`src/rtl/byte_frame_assembler.sv`:
```
// Length-prefixed frame parser: FIFO-buffered bytes in, payload out with last flag, pass/fail pulses.
// Define FRAME_STATS_EN to add saturating good/bad frame counters with a synchronous clear.
module byte_frame_assembler #(
    parameter int FIFO_DEPTH = 4,
    parameter int MAX_LEN    = 64
) (
    input  logic                          clk,
    input  logic                          rst,
    input  logic                          in_valid,
    input  logic [7:0]                    in_data,
    output logic                          in_ready,
    output logic                          out_valid,
    output logic [7:0]                    out_data,
    output logic                          out_last,
    input  logic                          out_ready,
    output logic                          frame_ok,
    output logic                          frame_err,
    output logic [1:0]                    err_code,
    output logic                          busy,
    output logic [$clog2(FIFO_DEPTH):0]   fifo_level
`ifdef FRAME_STATS_EN
    ,
    input  logic                          stats_clr,
    output logic [15:0]                   good_cnt,
    output logic [15:0]                   bad_cnt
`endif
);

    localparam int AW = $clog2(FIFO_DEPTH);
    localparam int LW = AW + 1;
    localparam logic [7:0] LP_MAX = 8'(MAX_LEN);

    typedef enum logic [1:0] {S_LEN, S_PAY, S_CHK} state_t;

    state_t         r_state, w_state_nxt;
    logic [7:0]     r_mem [FIFO_DEPTH];
    logic [AW-1:0]  r_wr_ptr, r_rd_ptr;
    logic [LW-1:0]  r_count;
    logic [7:0]     r_sum, r_remaining;
    logic           r_out_valid, r_out_last, r_frame_ok, r_frame_err;
    logic [7:0]     r_out_data;
    logic [1:0]     r_err_code;

    logic           w_full, w_empty, w_push, w_pop, w_out_free;
    logic           w_load, w_len_bad, w_len_ok, w_chk;
    logic [7:0]     w_head;

    assign w_full     = (r_count == LW'(FIFO_DEPTH));
    assign w_empty    = (r_count == '0);
    // Held low during reset so upstream never pushes into a FIFO being flushed.
    assign in_ready   = !rst && !w_full;
    assign w_push     = in_valid && in_ready;
    assign w_head     = r_mem[r_rd_ptr];
    assign w_out_free = !r_out_valid || out_ready;

    always_ff @(posedge clk) begin
        if (w_push) r_mem[r_wr_ptr] <= in_data;
    end

    always_ff @(posedge clk or posedge rst) begin
        if (rst) begin
            r_wr_ptr <= '0;
            r_rd_ptr <= '0;
            r_count  <= '0;
        end else begin
            if (w_push) r_wr_ptr <= r_wr_ptr + AW'(1);
            if (w_pop)  r_rd_ptr <= r_rd_ptr + AW'(1);
            case ({w_push, w_pop})
                2'b10:   r_count <= r_count + LW'(1);
                2'b01:   r_count <= r_count - LW'(1);
                default: r_count <= r_count;
            endcase
        end
    end

    always_ff @(posedge clk or posedge rst) begin
        if (rst) r_state <= S_LEN;
        else     r_state <= w_state_nxt;
    end

    always_comb begin
        w_state_nxt = r_state;
        w_pop       = 1'b0;
        w_load      = 1'b0;
        w_len_bad   = 1'b0;
        w_len_ok    = 1'b0;
        w_chk       = 1'b0;
        case (r_state)
            S_LEN: begin
                if (!w_empty) begin
                    w_pop = 1'b1;
                    if (w_head == 8'd0 || w_head > LP_MAX) begin
                        w_len_bad = 1'b1;
                    end else begin
                        w_len_ok    = 1'b1;
                        w_state_nxt = S_PAY;
                    end
                end
            end
            S_PAY: begin
                if (!w_empty && w_out_free) begin
                    w_pop  = 1'b1;
                    w_load = 1'b1;
                    if (r_remaining == 8'd1) w_state_nxt = S_CHK;
                end
            end
            S_CHK: begin
                // The checksum does not wait for the last payload byte to drain.
                if (!w_empty) begin
                    w_pop       = 1'b1;
                    w_chk       = 1'b1;
                    w_state_nxt = S_LEN;
                end
            end
            default: w_state_nxt = S_LEN;
        endcase
    end

    always_ff @(posedge clk or posedge rst) begin
        if (rst) begin
            r_sum       <= '0;
            r_remaining <= '0;
            r_out_valid <= 1'b0;
            r_out_data  <= '0;
            r_out_last  <= 1'b0;
            r_frame_ok  <= 1'b0;
            r_frame_err <= 1'b0;
            r_err_code  <= '0;
        end else begin
            r_frame_ok  <= 1'b0;
            r_frame_err <= 1'b0;
            if (w_len_bad || w_len_ok) r_sum <= '0;
            if (w_len_ok) r_remaining <= w_head;
            if (w_len_bad) begin
                r_frame_err <= 1'b1;
                r_err_code  <= 2'd1;
            end
            if (w_load) begin
                r_out_valid <= 1'b1;
                r_out_data  <= w_head;
                r_out_last  <= (r_remaining == 8'd1);
                r_sum       <= r_sum + w_head;
                r_remaining <= r_remaining - 8'd1;
            end else if (out_ready) begin
                r_out_valid <= 1'b0;
            end
            if (w_chk) begin
                if (w_head == r_sum) begin
                    r_frame_ok <= 1'b1;
                    r_err_code <= 2'd0;
                end else begin
                    r_frame_err <= 1'b1;
                    r_err_code  <= 2'd2;
                end
            end
        end
    end

    assign out_valid  = r_out_valid;
    assign out_data   = r_out_data;
    assign out_last   = r_out_last;
    assign frame_ok   = r_frame_ok;
    assign frame_err  = r_frame_err;
    assign err_code   = r_err_code;
    assign busy       = (r_state != S_LEN);
    assign fifo_level = r_count;

`ifdef FRAME_STATS_EN
    logic [15:0] r_good_cnt, r_bad_cnt;

    always_ff @(posedge clk or posedge rst) begin
        if (rst) begin
            r_good_cnt <= '0;
            r_bad_cnt  <= '0;
        end else if (stats_clr) begin
            r_good_cnt <= '0;
            r_bad_cnt  <= '0;
        end else begin
            if (r_frame_ok && r_good_cnt != 16'hFFFF)  r_good_cnt <= r_good_cnt + 16'd1;
            if (r_frame_err && r_bad_cnt != 16'hFFFF)  r_bad_cnt  <= r_bad_cnt + 16'd1;
        end
    end

    assign good_cnt = r_good_cnt;
    assign bad_cnt  = r_bad_cnt;
`endif

endmodule

```
`config.mk`:
```
export PLATFORM = sky130hd
export DESIGN_NAME = byte_frame_assembler
export DESIGN_NICKNAME = d
export VERILOG_FILES = /design/src/rtl/byte_frame_assembler.sv
export SDC_FILE = /design/constraint.sdc
export NUM_CORES = 1
export LEC_CHECK = 0
export CAP_MARGIN = 20
export CORE_UTILIZATION = 58
export DETAILED_ROUTE_END_ITERATION = 7
export GPL_ROUTABILITY_DRIVEN = 0
export GPL_TIMING_DRIVEN = 0
export PLACE_DENSITY = 0.91
export RECOVER_POWER = 50
export SLEW_MARGIN = 20
export SYNTH_ARGS = -nofsm -noshare
export SYNTH_HDL_FRONTEND = slang
export SYNTH_SLANG_ARGS = --single-unit
```
`constraint.sdc`:
```
create_clock -name clk -period 5.8 [get_ports clk]
set_input_delay 0.58 -clock clk [delete_from_list [all_inputs] [get_ports clk]]
set_output_delay 0.58 -clock clk [all_outputs]
set_load 0.01 [all_outputs]
```
==> results of run 1 <==
-- cell usage in the layout, fill, tap and decap left out, types with 2 or more instances in the layout --
master           netlist  final
o211ai_1               3      3
o21ai_0               12     12
clkbuf_8               0      9
o21bai_1               2      2
inv_6                  0      2
a31oi_1                3      3
nand2_1               52     52
a22o_1                 2      2
nand2b_1               4      4
nand3_1                7      7
xnor2_1                6      6
inv_1                 12     12
dlygate4sd3_1          0     14
ha_1                  14     14
xor2_1                 6      6
mux4_2                 3      3
dfrtp_1               39     39
fa_1                   2      2
o2bb2ai_1              2      2
nor3_1                 9      9
nor2_1                11     11
clkbuf_1               6      7
a21oi_1               10     10
edfxtp_1              32     32
a21o_1                 2      2
a22oi_1                2      2
or3b_2                 2      2
clkdlybuf4s50_1        0     16
clkinv_4               0      3
and3_1                 6      6
mux4_1                 5      5
-- path summary, 6_finish.rpt --
path,from,end,cells after the start
max,r_rd_ptr[0],r_sum[7],9
min,out_data[5],out_data[5],2
max reg2reg,r_rd_ptr[0],r_sum[7],9
min reg2reg,out_data[5],out_data[5],2
max in group asynchronous,rst,out_data[4],3
min in group asynchronous,rst,r_remaining[4],2
-- logic make-up (layout without fill, tap and decap cells) --
| kind of cell | Yosys count | count (layout) | synth area share |
|---|---|---|---|
| flops | 71 | 71 | 0.5806 |
| fa+ha+maj | 16 | 16 | 0.06452 |
| xor+xnor | 12 | 12 | 0.03151 |
| buf+inv | 21 | 68 | 0.02738 |
| mux | 8 | 8 | 0.05964 |
| compound gates | 45 | 45 | 0.08627 |
| simple gates | 103 | 103 | 0.1500 |
-- worst register-to-register path, delay by kind of cell (launching register included) --
family / cells / cell delay, ns
and+or+nand+nor: 3 / 0.80
muxes: 1 / 0.74
AOI/OAI and AO/OA: 3 / 0.61
adders and majority gates: 1 / 0.37
DFF: 1 / 0.34
buffers and inverters: 1 / 0.17
-- routing by layer --
layer	GRT usage	vias to the layer above	part of all wire
li1	-	1080	-
met1	0.3068	1126	0.41
met2	0.3973	84	0.49
met3	0.05647	27	0.065
met4	0.1302	0	0.037
met5	0	-	0
-- state kept, by name, indices dropped and copies added, names as in the netlist --
name,flops
r_mem,32
fifo_level,3
frame_ok,1
out_last,1
r_remaining,8
out_valid,1
frame_err,1
err_code,2
out_data,8
r_state,2
r_rd_ptr,2
r_sum,8
r_wr_ptr,2
-- cell type report --
class                           count  area, sq um
Sequential cell                    71         1937
Clock inverter                      7        81.33
Multi-Input combinational cell    184         1308
Fill cell                         378         1605
Buffer                              9        46.29
Inverter                           12        45.04
Clock buffer                        9        123.9
Timing Repair Buffer               31        304.0
Tap cell                           72        90.09
-- Yosys cell counts (3+ instances only) --
library cell	instances	area [sq um]
o21ai_0	12	60.06
edfxtp_1	32	960.9
nand2_1	52	195.2
nand3_1	7	35.03
a21oi_1	10	50.05
ha_1	14	175.2
clkbuf_1	6	22.52
xnor2_1	6	52.55
and3_1	6	37.54
xor2_1	6	52.55
inv_1	12	45.04
a31oi_1	3	18.77
mux4_2	3	67.56
mux4_1	5	131.4
nor3_1	9	45.04
nand2b_1	4	25.02
dfrtp_1	39	975.9
o211ai_1	3	22.52
nor2_1	11	41.29
-- power by group --
group	internal, mW	leakage (nW)	switching (mW)
sequential	0.676	0.762	0.0960
combinational	0.471	0.796	0.636
clock	0.204	0.100	0.204
total	1.35	1.66	0.935
-- through the flow --
stage	power, mW	worst slack [ns]	hold WS [ns]	util
finish	2.287	2.710	0.4774	0.7103
global route	2.456	2.574	0.5024	0.7103
CTS	2.290	2.726	0.4857	0.7145
detailed placement	1.877	2.762	0.4666	0.6775
global placement	1.809	2.870	0.4535	0.6725
floorplan	1.543	3.050	0.4563	-
==> run_results.csv, run 1 <==
group,metric,value,unit
logic_synthesis,syn_inst,276,
sta,max_freq,0.3237,GHz
worst_setup_path,startpoint_type,"register",
clocking,clk_latency,0.36,ns
floorplan,die_area,6058,sq um
cells_and_area,drive_gt1_frac,0.08669,
global_routing,grt_usage,0.2453,
worst_setup_path,arrival,3.38,ns
clocking,ctsRootBufferMaster,"clkbuf_8",
sta,setup_viol_count_final,0,
cells_and_area,stdcell_area,3935,sq um
cells_and_area,final_cells,395,
routing,wire_per_inst,16.77,microns
sta,rsz0062_at_grt,"no",
routing,drtAntennaViolNets,0,
sta,fin_worst_skew,0.008476,ns
floorplan,row_count,27,
sta,tightest_slew,1.183,ns
place,dp.cells,379,
worst_setup_path,path_cells,"buf_6 -> mux4_1 -> ha_1 -> a21o_1 -> a21oi_1 -> o211ai_1 -> and3_1 -> or4_1 -> nand3_1",
logic_synthesis,avgSynthCellArea,12.09,sq um
sta,slew_viol_final,0,
routing,vias,2317,
logic_synthesis,synth_flop_cell,"dfrtp_1",
routing,routed_via_density,5.866,
clocking,postCtsResizedCells,0,
routing,drc,0,
clocking,cts_max_level,3,
clocking,clock_path_buffers,2,
place,place_area,3754,sq um
power,max-vdd-ir-drop,0.0003062,V
logic_synthesis,yosys_warnings,0,
worst_setup_path,cp_top_family,"simple AND/OR/NAND/NOR gates",
clocking,cts_sinks,71,
sta,setup_tns,0,ns
status,status,"complete, no violations",
logic_synthesis,ys_ff_latch,71,
clocking,cts_hold_buf,0,
logic_synthesis,syn_nets,304,
global_routing,grt_max_degree,22,
floorplan,core_area,5540,sq um
worst_hold_path,hp-class,"reg -> reg",
global_routing,gr-total-overflow,0,
global_routing,antenna_found_initial,0,
worst_setup_path,worstPathRequired,6.09,ns
cells_and_area,area_growth,17.97,%
worst_setup_path,critPathCaptureType,"register",
power,power_density,581.1,nW/um^2
clocking,cts_buffers,9,
worst_setup_path,cpPeakStageDelay,0.73,ns
worst_setup_path,ff2ff_setup_slack,2.71,ns
sta,min_period_over_period,0.5327,
power,leakage,1.658,nW
logic_synthesis,ys_seq_area_frac,0.5806,
sta,maxSlewHeadroom,0.2113,
logic_synthesis,postSynth.asyncResetShare,0.5493,
sta,fin_crit,3.090,ns
global_routing,grt_first_pass_wirelength,10960,microns
floorplan,start_util,0.6021,
routing,wirelength,6623,microns
place,hpwl,4521,microns
logic_synthesis,syn_area,3336,sq um
worst_setup_path,slowest_stage,"mux4_1",
clocking,post_cts_buffers,0,
place,numPortBuffers,30,
floorplan,ios,31,
run,drv_cap,0,
global_routing,first_global_vias,2292,
sta,hold_violations,0,
clocking,tritoncts,"yes",
worst_setup_path,cp_num_buf_inv,1,
logic_synthesis,synth-edff-count,32,
cells_and_area,diodes,0,
routing,drt_iter0_drc,265,
routing,drt_first_pass_iters,4,
worst_setup_path,crit_fanout,10,
floorplan,dieWidth,77.84,microns
logic_synthesis,synth.distinct_cells,48,
floorplan,die_height,77.84,microns
clocking,cts.clk_slew.worst_paths,0.08,ns
worst_setup_path,path_class,"reg -> reg",
cells_and_area,nets,346,
Power figures use the tool's default switching activity.
==> inputs of run 2 (changes only) <==
- CORE_UTILIZATION: 58 -> 57
- PLACE_DENSITY: 0.91 -> 0.9
- clock period: 5.8 -> 2.9 ns (I/O delays scaled with it)
==> run 2 against run 1 <==
Net effect: count of clock-buffer cells in the layout rose by 2; clock power up 110%; via count shrank 0.60%; combinational power rose by 110%; total power rose by 110%; sequential share of layout area down 0.60 points; maximum frequency up 13%; setup slack got worse by 2.5 ns; final area increased by 1.2%; global-route usage is 0.13 points higher; sequential power is 100% higher; routed wire length rose by 1.7%.
==> run_results.csv, run 2 (same netlist as run 1, synthesis figures left out) <==
group,metric,value,unit
status,status,"complete, no violations",
floorplan,dieWidth,78.50,microns
global_routing,grt_max_degree,22,
sta,setup_viol_count_final,0,
sta,min_period_over_period,0.9422,
sta,rsz0062_at_grt,"no",
routing,vias,2303,
power,power_frac_seq,0.328,
power,power_density,1183,nW/um^2
run,drv_cap,0,
clocking,cts_buffers,9,
sta,slew_viol_final,0,
clocking,tritoncts,"yes",
routing,drc,0,
sta,hold_slack,0.4690,ns
clocking,cts_sinks,71,
routing,wirelength,6734,microns
cells_and_area,drive_gt1_frac,0.1077,
floorplan,start_util,0.5984,
floorplan,core_area,5574,sq um
floorplan,die_height,78.50,microns
place,hpwl,4607,microns
sta,fin_crit,2.732,ns
cells_and_area,area_growth,19.43,%
routing,drtAntennaViolNets,0,
sta,fin_worst_skew,0.004965,ns
worst_hold_path,hp-class,"reg -> reg",
power,power_switching_share,0.3978,
power,leakage,1.665,nW
cells_and_area,mostFrequentLayoutCells,"nand2_1, dfrtp_1, edfxtp_1",
sta,tightest_slew,1.038,ns
clocking,cts.clk_slew.worst_paths,0.07,ns
worst_setup_path,path_class,"reg -> reg",
place,numPortBuffers,30,
sta,maxSlewHeadroom,0.3081,
worst_setup_path,startpoint_type,"register",
routing,routed_via_density,5.801,
cells_and_area,largest_reg_flops,32,
clocking,clk_latency,0.34,ns
floorplan,die_area,6162,sq um
power,p_clk_frac,0.178,
floorplan,row_count,27,
worst_setup_path,critPathCaptureType,"register",
cells_and_area,diodes,0,
global_routing,gr-total-overflow,0,
power,p_int,2.837,mW
power,p_total,4.711,mW
worst_setup_path,worstPathRequired,3.10,ns
cells_and_area,fin_util,0.7147,
worst_setup_path,crit_fanout,10,
global_routing,grt_usage,0.2466,
routing,wire_per_inst,16.96,microns
power,combinationalPowerShare,0.493,
power,p_sw,1.874,mW
routing,drt_first_pass_iters,4,
cells_and_area,top_register,"r_mem",
clocking,clock_path_buffers,2,
clocking,ctsRootBufferMaster,"clkbuf_8",
global_routing,grt_first_pass_wirelength,11150,microns
power,max-vdd-ir-drop,0.0005864,V
clocking,cts_max_level,3,
routing,drt_iter0_drc,198,
global_routing,first_global_vias,2338,
cells_and_area,nets,348,
floorplan,ios,31,
worst_setup_path,arrival,2.93,ns
sta,max_freq,0.3660,GHz
cells_and_area,final_common_cell,"nand2_1",
global_routing,antenna_found_initial,0,
sta,setup_tns,0,ns
sta,hold_violations,0,
[run 2: cell type report]
| class | count | area, sq um |
|---|---|---|
| buffer | 9 | 50.05 |
| clock buffer | 11 | 131.4 |
| clock inverter | 5 | 83.83 |
| fill | 398 | 1590 |
| inverter | 12 | 45.04 |
| multi-input combinational | 184 | 1328 |
| sequential | 71 | 1937 |
| tap | 72 | 90.09 |
| timing repair buffer | 33 | 319.1 |
[run 2: layer usage]
layer,wire length [microns],global-route usage,up-vias
met5,0,0,-
li1,-,-,1085
met3,357,0.06977,19
met1,2702,0.3027,1115
met2,3509,0.4096,84
met4,164,0.1000,0
[run 2: metrics by stage]
step	setup WS, ns	instance area (sq um)	cells
floorplan	0.1499	3336	276
detailed placement	-0.09160	3754	379
CTS	0.02102	3973	396
global route	0.04152	3984	397
finish	0.1677	3984	397
global placement	-0.04163	3726	378
[run 2: final timing paths]
| check | startpoint | to | slack (ns) | depth (start not counted) |
|---|---|---|---|---|
| min in group asynchronous | rst | r_wr_ptr[0] | 0.56 | 2 |
| worst max register to register | r_rd_ptr[0] | r_sum[6] | 0.17 | 10 |
| worst min-delay path | out_last | out_last | 0.47 | 2 |
| worst min register to register | out_last | out_last | 0.47 | 2 |
| worst max-delay path | r_rd_ptr[0] | r_sum[6] | 0.17 | 10 |
| max in group asynchronous | rst | out_data[5] | 0.94 | 3 |
[run 2: repair_timing]
item                       in CTS  in global routing
hold buffers                    0                  0
setup endpoints to repair       2                  6
setup buffers                   1                  1
resized for setup               1                  7
pin swaps                       0                  1
[run 2: power groups by stage]
stage	clock [mW]	combinational, mW	sequential, mW
floorplan	0	1.53	1.56
CTS	0.859	2.25	1.54
global placement	0	2.10	1.53
detailed placement	0	2.20	1.55
global route	0.901	2.58	1.57
finish	0.840	2.32	1.55
[run 2: critical path: stages, from the launching register on]
cell	delay [ns]
dfrtp_1	0.36
buf_8	0.16
mux4_2	0.55
ha_1	0.24
fa_2	0.37
a21o_1	0.20
a21oi_2	0.18
o21bai_1	0.09
a21oi_1	0.18
xor2_1	0.15
o21ai_0	0.09
==> RTL change, RTL diff (config.mk and constraints of run 2) <==
Build with the macro `FRAME_STATS_EN` defined.
--- a/src/rtl/byte_frame_assembler.sv
+++ b/src/rtl/byte_frame_assembler.sv
@@ -1,4 +1,6 @@
 // Length-prefixed frame parser: FIFO-buffered bytes in, payload out with last flag, pass/fail pulses.
 // Define FRAME_STATS_EN to add saturating good/bad frame counters with a synchronous clear.
+`define FRAME_STATS_EN
+
 module byte_frame_assembler #(
     parameter int FIFO_DEPTH = 4,
Interface: changed (added bad_cnt, good_cnt and stats_clr); port bits go from 31 to 64. The function was not compared with the original's and may differ.
==> RTL change against run 2 <==
  * Power increased by 16%
  * Clock power increased by 16%
  * Wire length increased by 61%
  * Cell area increased by 52%
  * Worst setup slack got worse by 0.072 ns
  * Sequential cell count increased by 32
  * Via count increased by 60%
  * Synthesized area increased by 49%
  * Largest power group unchanged
  * Highest routed layer unchanged
==> RTL change: results <==
group,metric,value,unit
hold_path,holdCritStartpoint,"out_data[4]",
grt,track_usage,25.43,%
timing,finalCriticalPeriod,2.804,ns
grt,grt_start_max_net_pins,51,
grt,use_met1,31.93,%
timing,slew_headroom,17.20,%
synth,ys_async_sr_fraction,68.93,%
final_layout,largest_reg_flops,32,
clock_tree,cts-buffers-inserted,9,
clock_tree,cts.clk_slew.worst_paths,0.11,ns
final_layout,multiInputGateArea,2152,um^2
final_layout,largest_register,"r_mem",
final_layout,drive_above_1_share,10.56,%
final_layout,fill_cells,570,
status,outcome,"finished clean",
critical_path,critPathMaxFanout,9,
synth,synth.distinct_cells,57,
synth,syn_area_per_cell,11.45,um^2
power,p_sw_share,39.14,%
critical_path,cp.arrival,3.03,ns
grt,grtUsageMet2,43.51,%
synth,synth_mux_area_share,4.722,%
timing,hold_ws,0.4916,ns
grt,grt_pass1_wl,17430,um
place,io_buffer_count,63,
drt,wl_met3,428,um
place,place_area,5773,um^2
place,dpl_worst_slack,-0.1300,ns
final_layout,final_nets,547,
power,peakVddDrop,0.6035,mV
synth,synth_nets,466,
grt,use_met3,4.466,%
drt,drt-initial-drc-count,239,
clock_tree,clock_latency,0.37,ns
drt,wl_per_cell,17.34,um
power,leakagePower,2.574,nW
hold_path,whs_endpoint,"out_data[4]",
critical_path,critPathMaxStageDelay,0.61,ns
synth,synth_area_leaders,"dfrtp_1 36%, edfxtp_1 19%, xor2_1 4.4%",
place,dpl.cell_count,604,
drt,viasPerCell,5.896,
place,dp_hpwl,7749,um
critical_path,rr_endpoint,"r_sum[6]",
synth,ys_top_cells_by_count,"71 x dfrtp_1, 56 x nand2_1, 45 x nor2_1",
drt,wl,10860,um
clock_tree,cts_root_buffer,"clkbuf_8",
grt,grt_pass1_vias,3674,
drt,wl_met1,4599,um
synth,synth_seq_area_share,54.96,%
drt,dr_wl_met2,5543,um
synth,synth_xor_area_share,6.682,%
synth,synth_compound_area_share,7.812,%
synth,synth-adder-area-share,4.823,%
timing,clock_skew,0.01600,ns
## RTL change: what timing repair did
item                       in CTS  in global routing
pin swaps                       0                  1
buffers inserted                0                  6
resized for setup               2                  7
setup endpoints to repair       2                  2
## RTL change: power by group through the flow
stage          Clock (W)  Sequential [W]  Combinational (W)
5_1_grt          0.00104         0.00204            0.00275
2_1_floorplan          0         0.00202            0.00164
6_report        0.000972         0.00201            0.00250
3_3_place_gp           0         0.00201            0.00222
3_5_place_dp           0         0.00203            0.00237
4_1_cts         0.000980         0.00201            0.00239
## RTL change: area by class of cell
| type | instances | share of cell area [%] |
|---|---|---|
| multi-input cells | 308 | 35.55 |
| plain buffers | 11 | 1.282 |
| flip-flops and latches | 103 | 45.23 |
| clock inverters | 7 | 1.654 |
| clock buffers | 9 | 2.046 |
| repair buffers | 70 | 11.24 |
| well taps | 105 | 2.170 |
| inverters | 13 | 0.8268 |
